--- src/rtl/latealu_pkg.sv ---
// rtl/latealu_pkg.sv - opcodes, sequencer states and shared helpers for the LateALU HI/LO unit
package latealu_pkg;

  localparam logic [5:0] OP_MULT  = 6'b000100;
  localparam logic [5:0] OP_MTHI  = 6'b000101;
  localparam logic [5:0] OP_MTLO  = 6'b000110;
  localparam logic [5:0] OP_MULTU = 6'b000111;
  localparam logic [5:0] OP_DIV   = 6'b001000;
  localparam logic [5:0] OP_DIVU  = 6'b001001;

  localparam int unsigned MUL_LATENCY_MAX = 8;
  localparam int unsigned MUL_CNT_W       = $clog2(MUL_LATENCY_MAX);

  typedef enum logic [1:0] {
    ST_IDLE  = 2'd0,
    ST_MUL   = 2'd1,
    ST_DIV   = 2'd2,
    ST_FIXUP = 2'd3
  } state_e;

  function automatic logic [63:0] ext64(input logic [31:0] v, input logic sgn);
    return sgn ? {{32{v[31]}}, v} : {32'd0, v};
  endfunction

  function automatic logic [31:0] abs32(input logic [31:0] v, input logic sgn);
    return (sgn && v[31]) ? (~v + 32'd1) : v;
  endfunction

endpackage

--- src/rtl/latealu_divider.sv ---
// rtl/latealu_divider.sv - unsigned radix-2 restoring divider core, one step per enabled cycle
module latealu_divider (
  input  logic        clk,
  input  logic        rst_n,
  input  logic        start,
  input  logic        step_en,
  input  logic        abort,
  input  logic [31:0] dividend,
  input  logic [31:0] divisor,
  output logic [31:0] quotient,
  output logic [31:0] remainder
);

  logic [31:0] quo_q, quo_d;
  logic [31:0] rem_q, rem_d;
  logic [31:0] dvs_q, dvs_d;
  logic [32:0] shifted;
  logic [32:0] diff;

  always_comb begin
    quo_d   = quo_q;
    rem_d   = rem_q;
    dvs_d   = dvs_q;
    shifted = {rem_q, quo_q[31]};
    // bit 32 of diff is the borrow: set when the divisor does not fit
    diff    = shifted - {1'b0, dvs_q};
    if (abort) begin
      quo_d = '0;
      rem_d = '0;
      dvs_d = '0;
    end else if (start) begin
      quo_d = dividend;
      rem_d = '0;
      dvs_d = divisor;
    end else if (step_en) begin
      if (!diff[32]) begin
        rem_d = diff[31:0];
        quo_d = {quo_q[30:0], 1'b1};
      end else begin
        rem_d = shifted[31:0];
        quo_d = {quo_q[30:0], 1'b0};
      end
    end
  end

  always_ff @(posedge clk or negedge rst_n) begin
    if (!rst_n) begin
      quo_q <= '0;
      rem_q <= '0;
      dvs_q <= '0;
    end else begin
      quo_q <= quo_d;
      rem_q <= rem_d;
      dvs_q <= dvs_d;
    end
  end

  assign quotient  = quo_q;
  assign remainder = rem_q;

endmodule

--- src/rtl/latealu_ctrl.sv ---
// rtl/latealu_ctrl.sv - LateALU sequencer: owns HI/LO, runs mult/div, stalls mfhi/mflo while busy
module latealu_ctrl
  import latealu_pkg::*;
#(
  parameter int unsigned MUL_LATENCY = 3,
  parameter int unsigned DIV_STEPS   = 32
) (
  input  logic        clk,
  input  logic        rst_n,
  input  logic        op_valid,
  output logic        op_ready,
  input  logic [5:0]  op,
  input  logic [31:0] a0,
  input  logic [31:0] a1,
  input  logic        flush,
  input  logic        hilo_read,
  output logic        stall,
  output logic [31:0] hi,
  output logic [31:0] lo,
  output logic        done,
  output logic        bad_op
);

  localparam int unsigned DIV_CNT_W = $clog2(DIV_STEPS + 1);

  state_e                state_q, state_d;
  logic [31:0]           hi_q, hi_d;
  logic [31:0]           lo_q, lo_d;
  logic                  done_q, done_d;
  logic                  bad_op_q, bad_op_d;
  logic [63:0]           prod_q, prod_d;
  logic [MUL_CNT_W-1:0]  mul_cnt_q, mul_cnt_d;
  logic [DIV_CNT_W-1:0]  div_cnt_q, div_cnt_d;
  logic [31:0]           dvd_q, dvd_d;
  logic [31:0]           dvs_q, dvs_d;
  logic                  quo_neg_q, quo_neg_d;
  logic                  rem_neg_q, rem_neg_d;

  logic                  div_start;
  logic                  div_step;
  logic [31:0]           div_quo;
  logic [31:0]           div_rem;
  logic                  is_signed;

  latealu_divider u_divider (
    .clk       (clk),
    .rst_n     (rst_n),
    .start     (div_start),
    .step_en   (div_step),
    .abort     (flush),
    .dividend  (dvd_q),
    .divisor   (dvs_q),
    .quotient  (div_quo),
    .remainder (div_rem)
  );

  assign is_signed = (op == OP_MULT) || (op == OP_DIV);

  always_comb begin
    state_d   = state_q;
    hi_d      = hi_q;
    lo_d      = lo_q;
    done_d    = 1'b0;
    bad_op_d  = 1'b0;
    prod_d    = prod_q;
    mul_cnt_d = mul_cnt_q;
    div_cnt_d = div_cnt_q;
    dvd_d     = dvd_q;
    dvs_d     = dvs_q;
    quo_neg_d = quo_neg_q;
    rem_neg_d = rem_neg_q;
    div_start = 1'b0;
    div_step  = 1'b0;

    // flush wins over acceptance and over any completion write
    if (flush) begin
      state_d = ST_IDLE;
    end else begin
      unique case (state_q)
        ST_IDLE: begin
          if (op_valid) begin
            case (op)
              OP_MTHI: begin
                hi_d   = a0;
                done_d = 1'b1;
              end
              OP_MTLO: begin
                lo_d   = a0;
                done_d = 1'b1;
              end
              OP_MULT, OP_MULTU: begin
                prod_d    = ext64(a0, is_signed) * ext64(a1, is_signed);
                mul_cnt_d = MUL_CNT_W'(MUL_LATENCY - 1);
                state_d   = ST_MUL;
              end
              OP_DIV, OP_DIVU: begin
                if (a1 == 32'd0) begin
                  lo_d   = 32'hFFFF_FFFF;
                  hi_d   = a0;
                  done_d = 1'b1;
                end else begin
                  dvd_d     = abs32(a0, is_signed);
                  dvs_d     = abs32(a1, is_signed);
                  quo_neg_d = is_signed && (a0[31] ^ a1[31]);
                  rem_neg_d = is_signed && a0[31];
                  div_cnt_d = '0;
                  state_d   = ST_DIV;
                end
              end
              default: bad_op_d = 1'b1;
            endcase
          end
        end
        ST_MUL: begin
          if (mul_cnt_q == '0) begin
            hi_d    = prod_q[63:32];
            lo_d    = prod_q[31:0];
            done_d  = 1'b1;
            state_d = ST_IDLE;
          end else begin
            mul_cnt_d = mul_cnt_q - 1'b1;
          end
        end
        ST_DIV: begin
          // first DIV cycle loads the core, the next DIV_STEPS cycles iterate
          if (div_cnt_q == '0) begin
            div_start = 1'b1;
          end else begin
            div_step = 1'b1;
          end
          div_cnt_d = div_cnt_q + 1'b1;
          if (div_cnt_q == DIV_CNT_W'(DIV_STEPS)) begin
            state_d = ST_FIXUP;
          end
        end
        ST_FIXUP: begin
          lo_d    = quo_neg_q ? (~div_quo + 32'd1) : div_quo;
          hi_d    = rem_neg_q ? (~div_rem + 32'd1) : div_rem;
          done_d  = 1'b1;
          state_d = ST_IDLE;
        end
        default: state_d = ST_IDLE;
      endcase
    end
  end

  always_ff @(posedge clk or negedge rst_n) begin
    if (!rst_n) begin
      state_q   <= ST_IDLE;
      hi_q      <= '0;
      lo_q      <= '0;
      done_q    <= 1'b0;
      bad_op_q  <= 1'b0;
      prod_q    <= '0;
      mul_cnt_q <= '0;
      div_cnt_q <= '0;
      dvd_q     <= '0;
      dvs_q     <= '0;
      quo_neg_q <= 1'b0;
      rem_neg_q <= 1'b0;
    end else begin
      state_q   <= state_d;
      hi_q      <= hi_d;
      lo_q      <= lo_d;
      done_q    <= done_d;
      bad_op_q  <= bad_op_d;
      prod_q    <= prod_d;
      mul_cnt_q <= mul_cnt_d;
      div_cnt_q <= div_cnt_d;
      dvd_q     <= dvd_d;
      dvs_q     <= dvs_d;
      quo_neg_q <= quo_neg_d;
      rem_neg_q <= rem_neg_d;
    end
  end

  assign op_ready = (state_q == ST_IDLE);
  assign stall    = hilo_read && (state_q != ST_IDLE);
  assign hi       = hi_q;
  assign lo       = lo_q;
  assign done     = done_q;
  assign bad_op   = bad_op_q;

endmodule
--- config.mk ---
export PLATFORM = sky130hd
export DESIGN_NAME = latealu_ctrl
export DESIGN_NICKNAME = d
export VERILOG_FILES = /design/src/rtl/latealu_pkg.sv /design/src/rtl/latealu_divider.sv /design/src/rtl/latealu_ctrl.sv
export SDC_FILE = /design/constraint.sdc
export NUM_CORES = 2
export LEC_CHECK = 0
export ABC_AREA = 1
export CAP_MARGIN = 20
export CELL_PAD_IN_SITES_DETAIL_PLACEMENT = 0
export CELL_PAD_IN_SITES_GLOBAL_PLACEMENT = 1
export CORE_ASPECT_RATIO = 0.75
export CORE_MARGIN = 8
export CORE_UTILIZATION = 40
export DETAILED_ROUTE_END_ITERATION = 8
export PLACE_DENSITY_LB_ADDON = 0.1
export SLEW_MARGIN = 20
export SYNTH_ARGS = -nofsm -noshare
export SYNTH_HDL_FRONTEND = slang
export SYNTH_HIERARCHICAL = 1
export SYNTH_SLANG_ARGS = --single-unit
--- constraint.sdc ---
create_clock -name clk -period 2.8 [get_ports clk]
set_input_delay 0.56 -clock clk [delete_from_list [all_inputs] [get_ports clk]]
set_output_delay 0.56 -clock clk [all_outputs]
set_load 0.02 [all_outputs]
==> results.yml <==
status:
  status: "finished with violations"
  violations: "negative setup slack"
critical_path:
  rr_startpoint: "u_divider/remainder[0]$_DFFE_PN0P_"
  end_kind: "flip-flop"
  critPathKind: "in -> reg"
  critPathMaxStageDelay_ps: 600
  cp_top_family: "adder cells"
  required_ps: 3240
  path_buf_inv: 12
  startpoint: "op[5]"
  slowest_stage: "fa_2"
  critPathMaxFanout: 5
  cp-start-kind: "input pin"
  path_common_cell: "fa_1"
  crit_arrival_ps: 8920
detailed_routing:
  dr.first_iter.drc_count: 5189
  drtAntennaViolNets: 0
  routed_wl_um: 292000
  avgRoutedWirePerCell_um: 23.7
  detail_route.vias_per_cell: 5.00
  num_vias: 61500
  first_pass_iters: 6
  drcViolationCount: 0
finish:
  layout_common_cells: "2291 x inv_1, 2096 x nand2_1, 1284 x fa_1"
  final_common_cell: "inv_1"
  fin_nets: 11800
  drive_gt1_frac: 0.245
  fillCellCount: 16400
  syn_to_final_growth_pct: 30.7
synth:
  ys_ff_latch: 303
  synth_compound_area_frac: 0.0534
  async_reset_ff_frac: 1.00
  syn_area_sq_mm: 0.0687
  yosys.area.top_type_share: 0.412
  ys_warn_count: 6
  synthXorXnorAreaFrac: 0.0148
  synth_cell_types: 60
  yosys_most_used_dff: "dfrtp_1"
  syn_nets: 10700
  synth_top_family_by_area: "adder cells"
  synthTopCellsByArea: "fa_1 41%, inv_1 13%, nand2_1 12%"
  synthMuxAreaShare: 0
  syn_inst: 8825
  ys_seq_area_frac: 0.110
  synth-simple-area-share: 0.186
  yosysTopAreaCell: "fa_1"
  syn_area_per_cell_sq_um: 7.78
  synth_edf_count: 0
  yosys.area_share.adder: 0.477
floorplan:
  fp.dieW_um: 494
  dieArea_sq_mm: 0.185
  start_util: 0.403
  core_area_sq_mm: 0.170
  rows: 131
  die_h_um: 375
  num_io_pins: 143
placement:
  dp_slack_ps: -7100
  routabilityCongestion: 0.991
  portBuffers: 142
  place_hpwl_um: 251000
timing:
  setup_ws_ps: -5690
  setup_viol: 66
  slew_violations: 0
  worst_slew_pin_slew_ps: 889
  clock.fmax_mhz: 118
  whs_ps: 449
  grt_setup_unrepaired: "yes"
  fin_skew_ps: 25.4
  final.period_utilization: 3.03
  relSlewSlack: 0.400
  finalHoldViolations: 0
  fin_crit_ps: 8490
clock_tree:
  clkSlewWorstSetupHoldPaths_ps: 60
  clockBufferDepth: 3
  cts-root-buf: "clkbuf_16"
  htreeDepth: 2
  worstSkewPairLatency_ps: 580
  tritoncts: "built"
  numCtsBuffers: 37
  clkSinkCount: 303
global_route:
  gr-usage-all-layers: 0.314
  grt_pass1_wl_um: 430000
  antenna_found_initial: 26
  grt_max_degree: 62
  grt_pass1_vias: 63800
  gr-total-overflow: 0
min_path:
  hold_path_class: "in -> reg"
  hold_start: "op[0]"
flow_run:
  cap_violations: 0
==> final timing paths <==
kind                                     endpoint  slack, ps  depth (start not counted)
max                        prod_q[59]$_DFFE_PN0P_      -5690                         38
min                              bad_op$_DFF_PN0_        450                          4
max reg2reg                    hi[17]$_DFFE_PN0P_        130                         16
min reg2reg                    hi[25]$_DFFE_PN0P_        480                          2
max in group asynchronous  prod_q[44]$_DFFE_PN0P_       1380                          3
min in group asynchronous  prod_q[33]$_DFFE_PN0P_        630                          2
==> synthesized netlist by cell type (6+ instances only) <==
master,instances
o211ai_1,13
o21a_1,17
clkbuf_1,213
nand3b_1,12
a21o_1,11
nand3_1,266
a21oi_1,172
nand2_2,22
nor2_4,6
o21ai_0,313
nor4_1,13
o21bai_1,14
nor2_2,13
or2_2,31
nand2_1,2239
o21ai_1,18
buf_4,10
xor2_1,81
xnor2_1,35
nor3_1,56
a31oi_1,34
buf_1,82
o22ai_1,34
ha_1,358
inv_1,2442
fa_1,1413
nor2_1,403
o2111ai_1,11
dfrtp_1,303
inv_2,20
buf_2,54
buf_6,10
nand4_1,48
==> per-stage QoR <==
step,cells,TNS [ps],utilization,area [sq um]
floorplan,8825,-259900,-,72200
global placement,12100,-458010,0.488,83200
detailed placement,12100,-456410,0.488,83200
CTS,12200,-275340,0.518,88200
global route,12300,-291920,0.527,89800
finish,12300,-278620,0.527,89800
==> logic make-up (layout without fill, tap and decap cells) <==
logic type	after synthesis	count (layout)
and+or+nand+nor	3138	3138
DFF	303	303
buffers and inverters	2836	4040
AOI/OAI and AO/OA	661	661
adders and majority gates	1771	1771
xor gates and xnor gates	116	116
other	0	8
==> area by class of cell <==
class | count | area, sq um | share of cell area
diodes | 8 | 20.0 | 0.000223
clock buffers | 49 | 1050 | 0.0117
clock inverters | 16 | 224 | 0.00249
inverters | 2465 | 9310 | 0.104
multi-input cells | 5686 | 54600 | 0.608
flip-flops and latches | 303 | 7580 | 0.0844
well taps | 2261 | 2830 | 0.0315
repair buffers | 1510 | 14200 | 0.158
==> per-layer routing <==
metal,share of wire,vias to the layer above,GRT usage
li1,-,27800,-
met1,0.46,31200,0.474
met2,0.43,2174,0.471
met3,0.081,306,0.0521
met4,0.033,2,0.0761
met5,0.000045,-,0
==> flip-flops by register name, indices dropped and copies added, names as in the netlist <==
signal and cells:
u_divider/quotient 32, dvd_q 32, quo_neg_q 1, bad_op 1
mul_cnt_q 3, dvs_q 32, done 1, lo 32
div_cnt_q 6, hi 32, u_divider/remainder 32, rem_neg_q 1
u_divider/dvs_q 32, state_q 2, prod_q 64
==> timing repair <==
action                                  in CTS  in global routing
hold buffers                                 1                  0
resized for setup                          758                339
gates cloned                                 8                  3
endpoints found under the setup margin     196                144
pin swaps                                  304                237
setup buffers                              113                 47
hold endpoints to repair                    30                  0
==> worst min-delay path: cells and delay by family <==
family / cells / cell delay, ps
and+or+nand+nor: 2 / 240
buffers and inverters: 2 / 180
Power is not shown: default switching activity piles up to over one toggle a cycle in this logic, so the estimate is an artifact.
